### src/rtl/serial_adder.sv
// Bit-serial adder: one full-adder cell plus a carry flop, one operand bit pair per clock, LSB first.
// Latency: WIDTH cycles from the edge that accepts start to the done pulse.
// Backpressure: none; start is ignored while busy or in done, and sum/cout hold until the next completion.
module serial_adder #(
   parameter int WIDTH = 8
) (
   input  logic             clk,
   input  logic             rst_n,
   input  logic             start,
   input  logic [WIDTH-1:0] a,
   input  logic [WIDTH-1:0] b,
   input  logic             cin,
   output logic             busy,
   output logic             done,
   output logic [WIDTH-1:0] sum,
   output logic             cout
);

   localparam int            CW   = (WIDTH > 1) ? $clog2(WIDTH) : 1;
   localparam logic [CW-1:0] LAST = CW'(WIDTH - 1);

   typedef enum logic [1:0] {
      IDLE  = 2'd0,
      SHIFT = 2'd1,
      DONE  = 2'd2
   } state_t;

   state_t           state_q, state_d;
   logic [WIDTH-1:0] opa_q, opa_d;
   logic [WIDTH-1:0] opb_q, opb_d;
   logic [WIDTH-1:0] psum_q, psum_d;
   logic [WIDTH-1:0] sum_q, sum_d;
   logic             carry_q, carry_d;
   logic             cout_q, cout_d;
   logic [CW-1:0]    cnt_q, cnt_d;

   logic             s_bit;
   logic             c_next;
   logic             last_bit;

   // The single full-adder cell working on the current LSBs and the carry flop
   assign s_bit    = opa_q[0] ^ opb_q[0] ^ carry_q;
   assign c_next   = (opa_q[0] & opb_q[0]) | (opa_q[0] & carry_q) | (opb_q[0] & carry_q);
   assign last_bit = (cnt_q == LAST);

   // State register
   always_ff @(posedge clk or negedge rst_n) begin
      if (!rst_n) begin
         state_q <= IDLE;
      end else begin
         state_q <= state_d;
      end
   end

   // Next-state logic: DONE is a single cycle and returns to IDLE unconditionally
   always_comb begin
      state_d = state_q;
      case (state_q)
         IDLE:    if (start) state_d = SHIFT;
         SHIFT:   if (last_bit) state_d = DONE;
         DONE:    state_d = IDLE;
         default: state_d = IDLE;
      endcase
   end

   // Outputs decoded purely from the registered state
   always_comb begin
      busy = 1'b0;
      done = 1'b0;
      case (state_q)
         SHIFT:   busy = 1'b1;
         DONE:    done = 1'b1;
         default: ;
      endcase
   end

   // Datapath next-state: load on accepted start, shift one bit per SHIFT cycle,
   // and publish the result only on the edge that processes the last bit
   always_comb begin
      opa_d   = opa_q;
      opb_d   = opb_q;
      psum_d  = psum_q;
      carry_d = carry_q;
      cnt_d   = cnt_q;
      sum_d   = sum_q;
      cout_d  = cout_q;
      case (state_q)
         IDLE: begin
            if (start) begin
               opa_d   = a;
               opb_d   = b;
               carry_d = cin;
               psum_d  = '0;
               cnt_d   = '0;
            end
         end
         SHIFT: begin
            opa_d   = opa_q >> 1;
            opb_d   = opb_q >> 1;
            carry_d = c_next;
            // new sum bit enters at the MSB; after WIDTH shifts bit 0 sits at the LSB
            psum_d  = WIDTH'({s_bit, psum_q} >> 1);
            cnt_d   = cnt_q + CW'(1);
            if (last_bit) begin
               sum_d  = psum_d;
               cout_d = c_next;
            end
         end
         default: ;
      endcase
   end

   // Datapath registers; reset clears everything so an aborted addition leaves no result
   always_ff @(posedge clk or negedge rst_n) begin
      if (!rst_n) begin
         opa_q   <= '0;
         opb_q   <= '0;
         psum_q  <= '0;
         carry_q <= 1'b0;
         cnt_q   <= '0;
         sum_q   <= '0;
         cout_q  <= 1'b0;
      end else begin
         opa_q   <= opa_d;
         opb_q   <= opb_d;
         psum_q  <= psum_d;
         carry_q <= carry_d;
         cnt_q   <= cnt_d;
         sum_q   <= sum_d;
         cout_q  <= cout_d;
      end
   end

   assign sum  = sum_q;
   assign cout = cout_q;

endmodule

### config.mk
export PLATFORM = sky130hd
export DESIGN_NAME = serial_adder
export DESIGN_NICKNAME = d
export VERILOG_FILES = /design/src/rtl/serial_adder.sv
export SDC_FILE = /design/constraint.sdc
export NUM_CORES = 1
export LEC_CHECK = 0
export CAP_MARGIN = 20
export CORE_AREA = 2 2 62 64
export CTS_CLUSTER_SIZE = 24
export DETAILED_ROUTE_END_ITERATION = 10
export DIE_AREA = 0 0 64 66
export HOLD_SLACK_MARGIN = 0.02
export PLACE_DENSITY = 0.76
export SLEW_MARGIN = 20
export SYNTH_ARGS = -nofsm -noshare
export SYNTH_HDL_FRONTEND = slang
export SYNTH_SLANG_ARGS = --single-unit
### constraint.sdc
create_clock -name clk -period 2.1 [get_ports clk]
set_input_delay 0.315 -clock clk [delete_from_list [all_inputs] [get_ports clk]]
set_output_delay 0.315 -clock clk [all_outputs]
set_load 0.05 [all_outputs]
==> results of run 1 <==
==> per-layer routing <==
metal / share of wire (%) / up-vias
met3: 4.5 / 6
met2: 50 / 29
met1: 44 / 594
met5: 0 / -
met4: 1.5 / 0
li1: - / 567
==> synth_stat cells <==
| cell | number |
|---|---|
| a22o_1 | 9 |
| fa_1 | 1 |
| nor4bb_1 | 2 |
| a211oi_1 | 10 |
| a211o_1 | 1 |
| nor2b_1 | 1 |
| inv_1 | 11 |
| inv_2 | 1 |
| or4b_1 | 4 |
| buf_6 | 1 |
| buf_2 | 9 |
| a21oi_1 | 1 |
| ha_1 | 2 |
| nor4b_1 | 10 |
| o221a_2 | 5 |
| nand3b_1 | 1 |
| or4b_2 | 1 |
| nor3b_1 | 11 |
| mux2i_1 | 1 |
| clkbuf_1 | 2 |
| mux2_2 | 9 |
| o21bai_4 | 1 |
| dfrtp_1 | 38 |
| nand2b_1 | 1 |
| o21ba_2 | 1 |
| a21o_1 | 1 |
==> registers in the layout (all words and copies together), names as in the netlist <==
name,count
opa_q,8
opb_q,8
sum,8
psum_q,7
cnt_q,3
state_q,2
carry_q,1
cout,1
==> cell type report <==
class	instances	area [um^2]
multi-input cells	73	677
inverters	12	45.0
well taps	48	60.1
clock inverters	2	60.1
clock buffers	6	51.3
fillers	291	1360
repair buffers	34	350
flip-flops and latches	38	952
==> cell families after synthesis <==
kind of cell	synth area share, %
flip-flops	54.8
AND/OR/NAND/NOR	15.0
AO/OA/AOI/OAI	15.0
buffers and inverters	6.27
multiplexers	6.41
adder cells (fa/ha/maj)	2.59
==> metrics by stage <==
| stage | util [%] | area, um^2 | setup WS (ps) |
|---|---|---|---|
| finish | 61.8 | 2200 | 188 |
| global route | 61.8 | 2200 | 68.9 |
| CTS | 61.8 | 2190 | 35.5 |
| detailed placement | 58.7 | 2080 | 371 |
| global placement | 58.7 | 2080 | 416 |
| floorplan | - | 1740 | 334 |
==> layout by cell type (no fill, tap or decap) <==
cell type / instances
nand3b_1: 1
ha_1: 2
mux2_2: 9
o221a_2: 5
nor4bb_1: 2
buf_4: 4
a22o_1: 9
nor4b_1: 10
inv_2: 1
clkbuf_8: 1
a21o_1: 1
dfrtp_2: 1
dfrtp_1: 37
mux2i_1: 1
clkbuf_4: 5
clkdlybuf4s50_1: 28
nand2b_1: 1
inv_1: 11
or4b_1: 4
a21oi_1: 1
nor2b_1: 1
a211oi_1: 10
or4b_2: 1
fa_1: 1
buf_12: 2
bufinv_16: 2
a211o_1: 1
o21bai_4: 1
nor3b_1: 11
o21ba_2: 1
==> repair_timing <==
| action | CTS | global route |
|---|---|---|
| setup buffers | 0 | 0 |
| endpoints found under the setup margin | 0 | 1 |
| resized for setup | 0 | 1 |
==> worst max path at each step <==
stage / from / end / slack (ps) / depth (start not counted)
2_1_floorplan: state_q[1]$_DFFE_PN0P_ / done / 330 / 3
3_3_place_gp: start / opb_q[5]$_DFFE_PN0P_ / 420 / 4
3_5_place_dp: start / opb_q[4]$_DFFE_PN0P_ / 370 / 4
4_1_cts: state_q[1]$_DFFE_PN0P_ / busy / 40 / 3
5_1_grt: state_q[1]$_DFFE_PN0P_ / busy / 70 / 3
6_report: state_q[1]$_DFFE_PN0P_ / busy / 190 / 3
==> power by group through the flow <==
stage / Clock (mW) / Sequential (mW) / Combinational, mW
finish: 0.647 / 1.28 / 1.43
global route: 0.706 / 1.33 / 1.56
CTS: 0.660 / 1.28 / 1.45
detailed placement: 0 / 1.29 / 1.44
global placement: 0 / 1.27 / 1.40
floorplan: 0 / 1.50 / 0.821
==> impl_metrics.ini, run 1 <==
[cts]
cts_tree = built
clk_pin_slew_ps = 110
htree_num_levels = 2
insertion_delay_ps = 340
numCtsBuffers = 5
cts_buffer_depth = 2
holdBufCountCts = 0
cts_root_buf = clkbuf_4
clock-sinks = 38

[drt]
dr.pass1.iters = 4
vias_per_cell = 5.62
wirelength_um = 3220
vias = 1196
drcViolationCount = 0
wire_per_inst_um = 15.1
antenna_left = 0
drtIter0Drc = 54

[die]
start_util_pct = 48.9
die_w_um = 64
core_um2 = 3550
io_pins = 31
die-area_um2 = 4220
die_h_um = 66
rows = 22

[global_routing]
gr-total-overflow = 0
busiest_layer = met2
use_met1_pct = 20.6
grt_pass1_wl_um = 5680
antenna_found_initial = 0
met2_usage_pct = 31.1
grt_max_degree = 39
grtUsageTotal_pct = 17.8
grt_util_met3_pct = 5.28
grt_pass1_vias = 1253

[synthesis]
synth_seq_cells = 38
synth_cells = 135
syn-cell-area_um2 = 1740
synthTopCellsByArea = dfrtp_1 55%, mux2_2 5.8%, nor4b_1 5.0%
synth_fp_nets = 158
yosys.area.top_type_share_pct = 54.8
synth.avg_cell_area_um2 = 12.9
synth.distinct_cells = 26
synth_top_cell_by_area = dfrtp_1
seq_area_frac_synth_pct = 54.8
synth_warnings = 0

[critical_path]
slowest_delay_ps = 540
required_ps = 1780
r2r-end = sum[4]$_DFFE_PN0P_
cp.arrival_ps = 1600
path_max_fanout = 18
critical_path_class = reg -> out
slowest_stage = dfrtp_2
r2r_slack_ps = 370
critPathBufInv = 2
path_cells = nand2b_1, inv_2, buf_12
end_kind = primary output
crit_family = flip-flops
r2r_start = cnt_q[0]$_DFFE_PN0P_
reg2regPathDepth = 4
critPathLaunchType = flop

[place]
dp.cells = 205
hpwl_um = 2130
gp_congestion = 0.696
place.port_buffers = 30

[sta]
tns_ps = 0
finClkSkew_ps = 6.80
finalHoldViolations = 0
whs_ps = 389
rsz0062_at_grt = no
final-setup-viol-count = 0
period_minus_slack_ps = 1910
period_share_pct = 91.1
worst_pin_slew_ps = 536
slew_headroom_pct = 64.2
maxSlewViolCount = 0
max_freq_mhz = 523

[pwr]
p_clk_share_pct = 19.3
internal_power_mw = 2.13
power_frac_comb_pct = 42.5
p_per_area_nw_per_um2 = 1530
power_mw = 3.36
peakVddDrop_mv = 0.647
power_leakage_nw = 0.952
power.share.switching_pct = 36.5
p_sw_mw = 1.23
power_frac_seq_pct = 38.2

[final_layout]
fin_nets = 187
drive_gt1_share_pct = 20.0
syn_to_final_growth_pct = 26.4
instances_no_fill = 213
diodes = 0

[run_status]
status = finished, final reports clean

[min_path]
hold_path.class = in -> async

[job]
cap_violations = 0
Power figures use the tool's default switching activity.
==> run 2: changes to the inputs <==
--- a/config.mk
+++ b/config.mk
@@ -5,11 +5,12 @@
 export SDC_FILE = /design/constraint.sdc
 export NUM_CORES = 1
 export LEC_CHECK = 0
+export ABC_AREA = 1
 export CAP_MARGIN = 20
-export CORE_AREA = 2 2 62 64
+export CORE_AREA = 2 2 63 65
 export CTS_CLUSTER_SIZE = 24
 export DETAILED_ROUTE_END_ITERATION = 10
-export DIE_AREA = 0 0 64 66
+export DIE_AREA = 0 0 65 67
 export HOLD_SLACK_MARGIN = 0.02
 export PLACE_DENSITY = 0.76
 export SLEW_MARGIN = 20
==> run 2 against run 1 <==
Against the previous run:
- fmax increased by 7.8%
- register-to-register slack improved by 300 ps
- die area rose by 3.1%
- critical path depth down 2
- clock skew decreased by 0.51 ps
- routed wire length grew 3.0%
==> impl_metrics.ini, run 2 <==
[cts]
clock-sinks = 38
cts_root_buf = clkbuf_8
clk_pin_slew_ps = 70
post-cts-setup-buffers = 0
htree_num_levels = 2
ctsResizeCount = 0
cts_tree = built
numCtsBuffers = 5
cts_buffer_depth = 2
insertion_delay_ps = 290
holdBufCountCts = 0

[die]
rows = 22
die_h_um = 67
core_um2 = 3610
die-area_um2 = 4360
die_w_um = 65
start_util_pct = 50.3
io_pins = 31

[synthesis]
synth_seq_cells = 38
synthTopCellsByArea = dfrtp_1 52%, nand2_1 15%, nand3_1 8.3%
synth_cells = 219
synth_common_cells = 71 x nand2_1, 39 x inv_1, 38 x dfrtp_1
synth.distinct_cells = 19
syn-cell-area_um2 = 1810
synth.most_common_cell = nand2_1
synth_warnings = 0
synth_fp_nets = 242
seq_area_frac_synth_pct = 52.4
yosys.area.top_type_share_pct = 52.4
synth_ff_type = dfrtp_1
synth.avg_cell_area_um2 = 8.28
async_flop_share_pct = 100
synth-edff-count = 0
synth_top_cell_by_area = dfrtp_1

[critical_path]
critical_path_class = reg -> out
slowest_stage = clkdlybuf4s50_1
slowest_delay_ps = 810
r2r_slack_ps = 670
path_cells = clkdlybuf4s50_1
end_kind = primary output
path_max_fanout = 2
critPathBufInv = 1
required_ps = 1780
critPathLaunchType = flop
cp.arrival_ps = 1460
crit_family = buffers and inverters

[drt]
drcViolationCount = 0
vias_per_cell = 4.81
vias = 1434
wirelength_um = 3320
dr.pass1.iters = 4
antenna_left = 0
wire_per_inst_um = 11.1
drtIter0Drc = 94

[sta]
final-setup-viol-count = 0
tns_ps = 0
worst_pin_slew_ps = 820
period_share_pct = 84.5
max_freq_mhz = 564
rsz0062_at_grt = no
maxSlewViolCount = 0
period_minus_slack_ps = 1770
finalHoldViolations = 0
slew_headroom_pct = 45.3
finClkSkew_ps = 6.29

[global_routing]
gr-total-overflow = 0
antenna_found_initial = 0
grt_pass1_wl_um = 5840
grt_max_degree = 39
grt_pass1_vias = 1368
grtUsageTotal_pct = 17.8

[final_layout]
fin_nets = 273
syn_to_final_growth_pct = 21.8
final_util_pct = 61.3
drive_gt1_share_pct = 7.60
layout_common_cells = 71 x nand2_1, 39 x inv_1, 38 x dfrtp_1
final_common_cell = nand2_1
nFillCells = 329
diodes = 0
instances_no_fill = 298
stdcell_area_um2 = 2210

[place]
place.port_buffers = 30
hpwl_um = 2240
place_area_um2 = 2130
gp_congestion = 0.836
dp.cells = 291

[pwr]
power_frac_comb_pct = 48.8
p_per_area_nw_per_um2 = 1510
power.share.switching_pct = 43.2
peakVddDrop_mv = 0.756
p_sw_mw = 1.45
power_leakage_nw = 1.16
power_frac_seq_pct = 37.2
internal_power_mw = 1.90
p_clk_share_pct = 14.0

[job]
cap_violations = 0

[run_status]
status = finished, final reports clean

[min_path]
hold_path.class = in -> async
run 2: changes by cell type after synthesis, moves of 5 or more:
cell and change:
a211oi_1 -10, a22o_1 -9, inv_1 +28, mux2_2 -9, nand2_1 +71, nand3_1 +30
nor3b_1 -11, nor4b_1 -10, o21ai_1 +17, o221a_2 -5
run 2: cell families (layout without fill, tap and decap cells):
kind of cell	count (synthesis)	count (layout)	share of synthesized area, %
simple gates	109	109	27.1
compound gates	19	19	5.45
fa+ha+maj	3	3	2.48
buf+inv	50	81	12.6
flops	38	38	52.4
run 2: through the flow:
step | total power [mW] | hold WS, ps | setup slack, ps
final | 3.35 | 122 | 326
after floorplan | 2.47 | 19.4 | 417
after global routing | 3.63 | 188 | 304
after global placement | 2.87 | 460 | 632
after CTS | 3.37 | 158 | 327
after detailed placement | 2.91 | 460 | 634
run 2: final timing paths:
| kind | from | to | cells after the start |
|---|---|---|---|
| worst max-delay path | sum[7]$_DFFE_PN0P_ | sum[7] | 1 |
| worst min-delay path | rst_n | cnt_q[2]$_DFFE_PN0P_ | 1 |
| worst max register to register | state_q[0]$_DFFE_PN0P_ | sum[5]$_DFFE_PN0P_ | 6 |
| worst min register to register | cnt_q[1]$_DFFE_PN0P_ | cnt_q[1]$_DFFE_PN0P_ | 2 |
| max in group asynchronous | rst_n | sum[3]$_DFFE_PN0P_ | 1 |
| min in group clk | cnt_q[1]$_DFFE_PN0P_ | cnt_q[1]$_DFFE_PN0P_ | 2 |
run 2: final cells by class:
| type | count | area (um^2) | share of cell area, % |
|---|---|---|---|
| Timing Repair Buffer | 33 | 325 | 14.7 |
| Clock buffer | 7 | 76.3 | 3.45 |
| Tap cell | 48 | 60.1 | 2.72 |
| Inverter | 41 | 161 | 7.30 |
| Multi-Input combinational cell | 131 | 636 | 28.8 |
| Sequential cell | 38 | 951 | 43.0 |
run 2: metal layers:
layer / global-route usage [%] / vias to the layer above / part of all wire, %
li1: - / 721 / -
met1: 22.5 / 671 / 46
met2: 29.3 / 35 / 48
met3: 4.05 / 7 / 4.2
met4: 7.98 / 0 / 1.5
met5: 0 / - / 0
run 2: power by group through the flow:
stage,combinational [mW],clock (mW),sequential [mW]
after global placement,1.63,0,1.25
after detailed placement,1.65,0,1.26
after global routing,1.83,0.509,1.29
after CTS,1.66,0.470,1.25
final,1.63,0.467,1.25
after floorplan,0.983,0,1.48
